<file path="config.mk">
export PLATFORM = sky130hd
export DESIGN_NAME = alu_seq
export DESIGN_NICKNAME = d
export VERILOG_FILES = /design/src/rtl/alu_seq.sv
export SDC_FILE = /design/constraint.sdc
export NUM_CORES = 1
export LEC_CHECK = 0
export BUFFER_PORTS_ARGS = -buffer_cell sky130_fd_sc_hd__buf_2
export CAP_MARGIN = 5
export CORE_UTILIZATION = 55
export DETAILED_ROUTE_END_ITERATION = 8
export PLACE_DENSITY = 0.77
export SKIP_CTS_REPAIR_TIMING = 1
export SLEW_MARGIN = 20
export SYNTH_ARGS = -nofsm -noshare
export SYNTH_HDL_FRONTEND = slang
export SYNTH_SLANG_ARGS = --single-unit
</file>
<file path="constraint.sdc">
create_clock -name Clock -period 3.3 [get_ports Clock]
set_input_delay 0.33 -clock Clock [delete_from_list [all_inputs] [get_ports Clock]]
set_output_delay 0.33 -clock Clock [all_outputs]
set_load 0.03 [all_outputs]
</file>
<file path="src/rtl/alu_seq.sv">
// Multi-cycle ALU with a Start/Busy/Done handshake and registered N/C/V/Z flags.
// Optional macro ALU_MUL_EN builds the WIDTH-iteration shift-add multiply for code 11.
module alu_seq #(
  parameter int WIDTH = 16,
  parameter int SHW   = $clog2(WIDTH)
) (
  input  logic             Clock,
  input  logic             nReset,
  input  logic             Start,
  input  logic [3:0]       Function,
  input  logic [WIDTH-1:0] Op1,
  input  logic [WIDTH-1:0] Op2,
  output logic [WIDTH-1:0] Result,
  output logic             Zflag,
  output logic             Nflag,
  output logic             Cflag,
  output logic             Vflag,
  output logic             Busy,
  output logic             Done,
  output logic             dbg_state
);
  // Handshake: Start is accepted on a rising edge only while Busy=0; Done pulses
  // for one cycle when Result/flags are updated. Start during Busy is dropped.
  localparam int CW = SHW + 1;

  localparam logic [3:0] F_MEM  = 4'd0;
  localparam logic [3:0] F_ADD  = 4'd1;
  localparam logic [3:0] F_SUB  = 4'd2;
  localparam logic [3:0] F_AND  = 4'd3;
  localparam logic [3:0] F_OR   = 4'd4;
  localparam logic [3:0] F_NOT  = 4'd5;
  localparam logic [3:0] F_LSL1 = 4'd6;
  localparam logic [3:0] F_LSR1 = 4'd7;
  localparam logic [3:0] F_ASR1 = 4'd8;
  localparam logic [3:0] F_LSLN = 4'd9;
  localparam logic [3:0] F_LSRN = 4'd10;
`ifdef ALU_MUL_EN
  localparam logic [3:0] F_MUL  = 4'd11;
`endif

  typedef enum logic {S_IDLE, S_RUN} state_t;

  state_t           state_q, state_d;
  logic [3:0]       func_q, func_d;
  logic [WIDTH-1:0] work_q, work_d;
  logic [CW-1:0]    cnt_q, cnt_d;
  logic [WIDTH-1:0] result_q, result_d;
  logic             z_q, z_d, n_q, n_d, c_q, c_d, v_q, v_d;
  logic             done_q, done_d;
`ifdef ALU_MUL_EN
  logic [WIDTH-1:0] mcand_q, mcand_d;
  logic [WIDTH-1:0] hi_q, hi_d;
  logic [WIDTH:0]   mul_sum;
`endif

  logic [WIDTH:0]   add_w, sub_w;
  logic [CW-1:0]    n_amt;
  logic             ld, ld_c, ld_v;
  logic [WIDTH-1:0] ld_r;

  assign add_w = {1'b0, Op1} + {1'b0, Op2};
  assign sub_w = {1'b0, Op1} - {1'b0, Op2};
  assign n_amt = {1'b0, Op2[SHW-1:0]};

  always_comb begin
    state_d  = state_q;
    func_d   = func_q;
    work_d   = work_q;
    cnt_d    = cnt_q;
    result_d = result_q;
    z_d      = z_q;
    n_d      = n_q;
    c_d      = c_q;
    v_d      = v_q;
    done_d   = 1'b0;
    ld       = 1'b0;
    ld_r     = '0;
    ld_c     = 1'b0;
    ld_v     = 1'b0;
`ifdef ALU_MUL_EN
    mcand_d  = mcand_q;
    hi_d     = hi_q;
    mul_sum  = '0;
`endif
    case (state_q)
      S_IDLE: begin
        if (Start) begin
          func_d = Function;
          case (Function)
            F_ADD: begin
              ld   = 1'b1;
              ld_r = add_w[WIDTH-1:0];
              ld_c = add_w[WIDTH];
              ld_v = (Op1[WIDTH-1] == Op2[WIDTH-1]) && (add_w[WIDTH-1] != Op1[WIDTH-1]);
            end
            F_SUB: begin
              ld   = 1'b1;
              ld_r = sub_w[WIDTH-1:0];
              ld_c = sub_w[WIDTH];
              ld_v = (Op1[WIDTH-1] != Op2[WIDTH-1]) && (sub_w[WIDTH-1] != Op1[WIDTH-1]);
            end
            F_AND:  begin ld = 1'b1; ld_r = Op1 & Op2; end
            F_OR:   begin ld = 1'b1; ld_r = Op1 | Op2; end
            F_NOT:  begin ld = 1'b1; ld_r = ~Op1; end
            F_LSL1: begin ld = 1'b1; ld_r = {Op1[WIDTH-2:0], 1'b0}; ld_c = Op1[WIDTH-1]; end
            F_LSR1: begin ld = 1'b1; ld_r = {1'b0, Op1[WIDTH-1:1]}; ld_c = Op1[0]; end
            F_ASR1: begin ld = 1'b1; ld_r = {Op1[WIDTH-1], Op1[WIDTH-1:1]}; ld_c = Op1[0]; end
            F_LSLN, F_LSRN: begin
              if (n_amt == '0) begin
                ld   = 1'b1;
                ld_r = Op1;
              end else begin
                work_d  = Op1;
                cnt_d   = n_amt;
                state_d = S_RUN;
              end
            end
`ifdef ALU_MUL_EN
            F_MUL: begin
              work_d  = Op2;
              mcand_d = Op1;
              hi_d    = '0;
              cnt_d   = CW'(WIDTH);
              state_d = S_RUN;
            end
`endif
            default: begin ld = 1'b1; ld_r = Op1; end
          endcase
        end
      end
      S_RUN: begin
        cnt_d = cnt_q - CW'(1);
        case (func_q)
          F_LSLN: begin work_d = {work_q[WIDTH-2:0], 1'b0}; ld_c = work_q[WIDTH-1]; end
          F_LSRN: begin work_d = {1'b0, work_q[WIDTH-1:1]}; ld_c = work_q[0]; end
`ifdef ALU_MUL_EN
          // Multiplier sits in work_q and shifts out as product bits shift in.
          F_MUL: begin
            mul_sum = {1'b0, hi_q} + (work_q[0] ? {1'b0, mcand_q} : '0);
            hi_d    = mul_sum[WIDTH:1];
            work_d  = {mul_sum[0], work_q[WIDTH-1:1]};
            ld_c    = |mul_sum[WIDTH:1];
          end
`endif
          default: ;
        endcase
        if (cnt_q == CW'(1)) begin
          ld      = 1'b1;
          ld_r    = work_d;
          state_d = S_IDLE;
        end
      end
      default: state_d = S_IDLE;
    endcase
    if (ld) begin
      result_d = ld_r;
      z_d      = (ld_r == '0);
      n_d      = ld_r[WIDTH-1];
      c_d      = ld_c;
      v_d      = ld_v;
      done_d   = 1'b1;
    end
  end

  always_ff @(posedge Clock) begin
    if (!nReset) begin
      state_q  <= S_IDLE;
      func_q   <= '0;
      work_q   <= '0;
      cnt_q    <= '0;
      result_q <= '0;
      z_q      <= 1'b0;
      n_q      <= 1'b0;
      c_q      <= 1'b0;
      v_q      <= 1'b0;
      done_q   <= 1'b0;
`ifdef ALU_MUL_EN
      mcand_q  <= '0;
      hi_q     <= '0;
`endif
    end else begin
      state_q  <= state_d;
      func_q   <= func_d;
      work_q   <= work_d;
      cnt_q    <= cnt_d;
      result_q <= result_d;
      z_q      <= z_d;
      n_q      <= n_d;
      c_q      <= c_d;
      v_q      <= v_d;
      done_q   <= done_d;
`ifdef ALU_MUL_EN
      mcand_q  <= mcand_d;
      hi_q     <= hi_d;
`endif
    end
  end

  assign Result    = result_q;
  assign Zflag     = z_q;
  assign Nflag     = n_q;
  assign Cflag     = c_q;
  assign Vflag     = v_q;
  assign Busy      = (state_q == S_RUN);
  assign Done      = done_q;
  assign dbg_state = (state_q == S_RUN);
endmodule

</file>
* Word level (Yosys, flattened, before mapping)
Cells that the tools add are included.
** Storage, ports and cells
- Memory bits (read-only) :: 0
- Input bits :: 39
- Memories :: 0
- Flip-flop bits (word level) :: 47
- Output and inout bits :: 23
- Latch bits :: 0
- Memory bits (writable) :: 0
** Operators by class
- Shift-type cells :: 0
- $add $sub $neg :: 3
- Multipliers :: 0
- Div/mod/pow operators :: 0
- Order comparisons :: 0
- Reductions and logical operators :: 8
- Bitwise operators :: 4
- Equal/unequal tests :: 20
- Muxes and demuxes :: 32
** Operator list (number)
- 16-bit one-hot mux with 9 select lines :: 1
- 16-bit two-way mux :: 6
- 16-bit one-hot mux with 2 select lines :: 3
- 4-bit == test (second input constant) :: 5
- 16-bit by 16-bit adder with 17-bit output :: 1
- 16-bit by 16-bit subtractor with 17-bit output :: 1
- 16-bit AND :: 1
- 4-bit by 3-bit == test with 1-bit output (second input constant) :: 4
- 16-bit zero test :: 1
- 16-bit inverter :: 1
- 16-bit bitwise OR :: 1
- 5-bit two-way mux :: 3
- 1-bit two-way mux :: 12
- 1-bit one-hot mux with 2 select lines :: 5
- 5-bit one-hot mux with 2 select lines :: 1
- 4-bit by 2-bit == test with 1-bit output (second input constant) :: 2
- 5-bit by 1-bit == test with 1-bit output (second input constant) :: 1
- 5-bit zero test :: 1
- 5-bit by 1-bit subtractor with 5-bit output (second input constant) :: 1
- 4-bit by 1-bit == test with 1-bit output (second input constant) :: 1
- 2-bit != test (second input constant) :: 2
- 1-bit one-hot mux with 4 select lines :: 1
- 2-bit OR reduction :: 2
- 1-bit != test :: 3
- 6 further kinds :: 7

* Longest topological paths before layout
- Word-level depth :: 6
- Gate-level depth with buffers :: 14

* Worst setup path before layout
Ideal clock, no wire load.
- Path kind :: input -> register
- Start :: input Op1[0]
- End :: register z_q, in the netlist Zflag
- Buffers on the path :: 0
- Arrival :: 2856 ps
- Cell stages on the path :: 14
- Setup time :: 59 ps
- Setup slack :: 385 ps
- Required time :: 3241 ps
- Cell sequence :: inv_1 > ha_1 > inv_1 > fa_1 > nor2b_1 > o211ai_1 > a31oi_1 > o21ai_0 > or3b_1 > nor2b_1 > a221o_1 > nor4_1 > nand4_1 > nand2_1
** On the way
- Word-level cells in the longest chain between the ends :: 5
- Elaborated cells on any way between the ends :: 10
- Those cells by class :: add/sub (2); mux (4); bitwise (3); reduce/logical (1)
** RTL lines
- from (decl) :: line 11 : input logic [WIDTH-1:0] Op1,
- 16-bit by 16-bit subtractor with 17-bit output (tied with other cells) :: line 62 : assign sub_w = {1'b0, Op1} - {1'b0, Op2};
- 16-bit one-hot mux with 9 select lines (*) :: line 89 : case (Function)
- 16-bit two-way mux (*) :: line 87 : if (Start) begin
- 16-bit one-hot mux with 2 select lines (*) :: line 85 : case (state_q)
- 16-bit zero test (*) :: line 157 : z_d = (ld_r == '0);
- to (signal assigned) :: line 187 : z_q <= z_d;
- to (decl) :: line 48 : logic z_q, z_d, n_q, n_d, c_q, c_d, v_q, v_d;
Mark *: on every way between the ends. The rest lies on a longest branch, timed or not.
A chain may end at the register's enable or synchronous reset.

* Worst setup path in the final report
Same ends and word-level chain as after synthesis.

==> metrics <==
status completed; Placed Cells incl. Taps 980; Synth Register Bits 46; worst setup path endpoint Zflag; total nets after synthesis 879; maximum number of pins on one net before global-route repair 44; sequential share of the synthesized area 0.1686; number of global-route vias before repair 6190; count of TritonRoute iterations in the first routing pass 6; launch point of the worst reg-to-reg path func_q[1]; critical path capture point type flip-flop; unrepaired setup endpoints after global routing false; fraction of final layout cells sized beyond drive strength 1 0.1579; worst min path class input port to flip-flop; worst-path fanout max 3; internal reg-to-reg setup slack 0.26 ns; maximum root-to-sink buffer count 2; sequential share of power 0.333; average size of a mapped cell 6.931 µm²; Fin Hold WS 0.3383 ns; final worst setup slack 0.1690 ns; Total Nets Final 945; Net Switching 0.7113 mW; reg-to-reg endpoint Zflag; overall overflow remaining after global route 0; horizontal die dimension 101.7 µm; Comb pwr share 0.441; Data required, critical path 3.55 ns; Global Route Usage Sum 0.3573; skew final 0.01297 ns; clock-pin slew reported for the worst setup and hold paths after clock tree synthesis 0.09 ns; count of different cell masters after synthesis 77; IO Count 62; max-slew violation total from the final report 0; pin slew with the least headroom to its limit 0.8124 ns; Async S/R FF share, synth 0; number of enable-type register cells in the synthesized netlist 0; post-route ant nets 0; H-tree lvl count 2; final setup violation count 0; die outline height 101.7 µm; Gate Count Post-Synth 788; Internal Pwr Total 1.118 mW; final weighted congestion of routability-driven global placement 1.002; floorplan row count 36; effective utilization at floorplan 0.5640; Clock Sinks 46; nature of the critical path startpoint input port; post-place setup slack -0.1447 ns; FF-to-FF path depth 10; total of buffers placed on input and output ports 61; initial DRC count 811; cell area after synthesis 5461 µm²; hpwl dp 14.24 mm; warning count from the yosys run 0; latest clock arrival within the worst-skew pair 0.30 ns; Total Wirelength 18.31 mm; final routed DRC violation total 0; final core occ 0.6441; Data arrival, critical path 3.38 ns; Peak VDD IR 0.0002597 V; Layout Cells excl Fill 988; number of endpoints with negative hold slack in the final report 0; area growth from synthesis to layout 14.20%; overall via count from detail_route 6591; first-pass GRT wire length 29.33 mm; Filler Cell Count 896; Max Fclk 0.3194 GHz; post-route fraction of the period consumed by the critical path 0.9488; normalized max-slew margin 0.4564; PD cells 293.3 nW/µm²; launching instance or port of the critical path Op1[0]; clock root cell clkbuf_8; antenna violations before repair 0; Core Footprint 9684 µm²; reported leakage power 2.708 nW; post-DR wirelength/cell 18.53 µm; floorplan die area 10330 µm²; time the final worst path needs with I/O delays and setup 3.131 ns; count of antenna diodes in the layout 0; DR vias/cell 6.671; Setup Crit Path Kind input port to flip-flop; switching share of total power 0.3888; number of max-cap violations 0; number of CTS-inserted buffers 5; clock tree from TritonCTS built; relative contribution of the clock network to total power 0.226; Post-synth top flop dfxtp_1
-- worst min-delay path by stage --
stage | startpoint | end | slack [ns] | cells past startpoint
detailed placement | Result[7] | Result[7] | 0.45 | 2
finish | nReset | Result[2] | 0.34 | 2
floorplan | func_q[3] | func_q[3] | 0.46 | 2
CTS | nReset | Result[2] | 0.33 | 2
global route | nReset | Result[2] | 0.34 | 2
global placement | Result[6] | Result[6] | 0.44 | 2
-- metal layers --
metal | vias to the layer above | track usage | share of wire
met1 | 3024 | 0.4664 | 0.39
met4 | 0 | 0.1973 | 0.039
met2 | 453 | 0.5800 | 0.46
met3 | 87 | 0.03175 | 0.11
met5 | - | 0 | 0
li1 | 3027 | - | -
-- power by group through the flow --
| stage | logic (mW) | registers, mW | clock network [mW] |
|---|---|---|---|
| 2_1_floorplan | 0.478 | 0.656 | 0 |
| 6_report | 0.806 | 0.609 | 0.414 |
| 4_1_cts | 0.780 | 0.608 | 0.416 |
| 5_1_grt | 0.872 | 0.614 | 0.441 |
| 3_3_place_gp | 0.753 | 0.619 | 0 |
| 3_5_place_dp | 0.776 | 0.621 | 0 |
-- final cells by class --
cell class | instances | area [µm²] | share of cell area
multi-input cells | 628 | 4115 | 0.6598
repair buffers | 115 | 710.7 | 0.1139
flip-flops and latches | 46 | 920.9 | 0.1476
inverters | 58 | 217.7 | 0.03490
well taps | 133 | 166.4 | 0.02668
clock inverters | 1 | 30.03 | 0.004814
clock buffers | 7 | 76.32 | 0.01224
-- stage by stage --
step | area [µm²] | power [mW] | setup TNS (ns)
finish | 6237 | 1.829 | 0
global route | 6237 | 1.927 | 0
CTS | 6222 | 1.804 | 0
detailed placement | 6116 | 1.397 | -0.1447
global placement | 6116 | 1.373 | -0.07241
floorplan | 5461 | 1.134 | 0
-- Yosys cell counts (all sizes together) (5+ instances only) --
library cell	count	area, µm²
nor2	65	244.0
o221ai	5	43.79
o21ai	36	180.2
o22ai	8	50.05
nor2b	12	75.07
a221oi	16	146.4
a31oi	10	62.56
inv	57	214.0
a22o	6	52.55
nand2b	6	37.54
o211ai	16	120.1
a221o	7	70.07
nand2	102	382.9
a22oi	31	232.7
a211oi	9	67.56
or3	6	37.54
nand3	19	95.09
and2	6	40.04
a2bb2oi	7	61.31
nor3	15	75.07
buf	14	83.82
a21oi	90	450.4
dfxtp	46	920.9
ha	50	625.6
xnor2	6	52.55
clkbuf	42	157.7
a21o	9	67.56
and3	7	43.79
-- logic make-up (layout without fill, tap and decap cells) --
kind of cell	count (synthesis)	count (layout)	share of synthesized area
compound gates	292	292	0.3649
xor+xnor	10	10	0.01604
fa+ha+maj	52	52	0.1219
buf+inv	114	181	0.08408
flops	46	46	0.1686
mux	6	6	0.01145
simple gates	268	268	0.2330
-- placed cells by master (no fill, tap or decap), drive strengths merged, types with 7 or more instances in the layout --
cell type	Yosys	final
ha	50	50
a22oi	31	31
and3	7	7
a221o	7	7
nand3	19	19
o22ai	8	8
a21o	9	9
a221oi	16	16
nor2	65	65
nor3	15	15
nand2	102	102
a31oi	10	10
buf	14	115
inv	57	57
o21ai	36	36
clkbuf	42	7
a211oi	9	9
dfxtp	46	46
nor2b	12	12
a2bb2oi	7	7
o211ai	16	16
a21oi	90	90
-- worst max-delay path: stages --
cell and delay (ns):
buf_2 0.12, inv_1 0.07, ha_1 0.19, inv_1 0.06, fa_1 0.38, nor2b_1 0.17, o211ai_1 0.26, a31oi_1 0.15
o21ai_0 0.15, or3b_1 0.37, nor2b_1 0.15, a221o_1 0.43, nor4_2 0.35, nand4_1 0.13, nand2_1 0.08
-- registers in the layout, indices dropped and copies added (netlist names) --
name,cells
work_q,16
Busy,1
cnt_q,5
Result,16
Cflag,1
Done,1
Vflag,1
func_q,4
Zflag,1
Power figures use the tool's default switching activity.
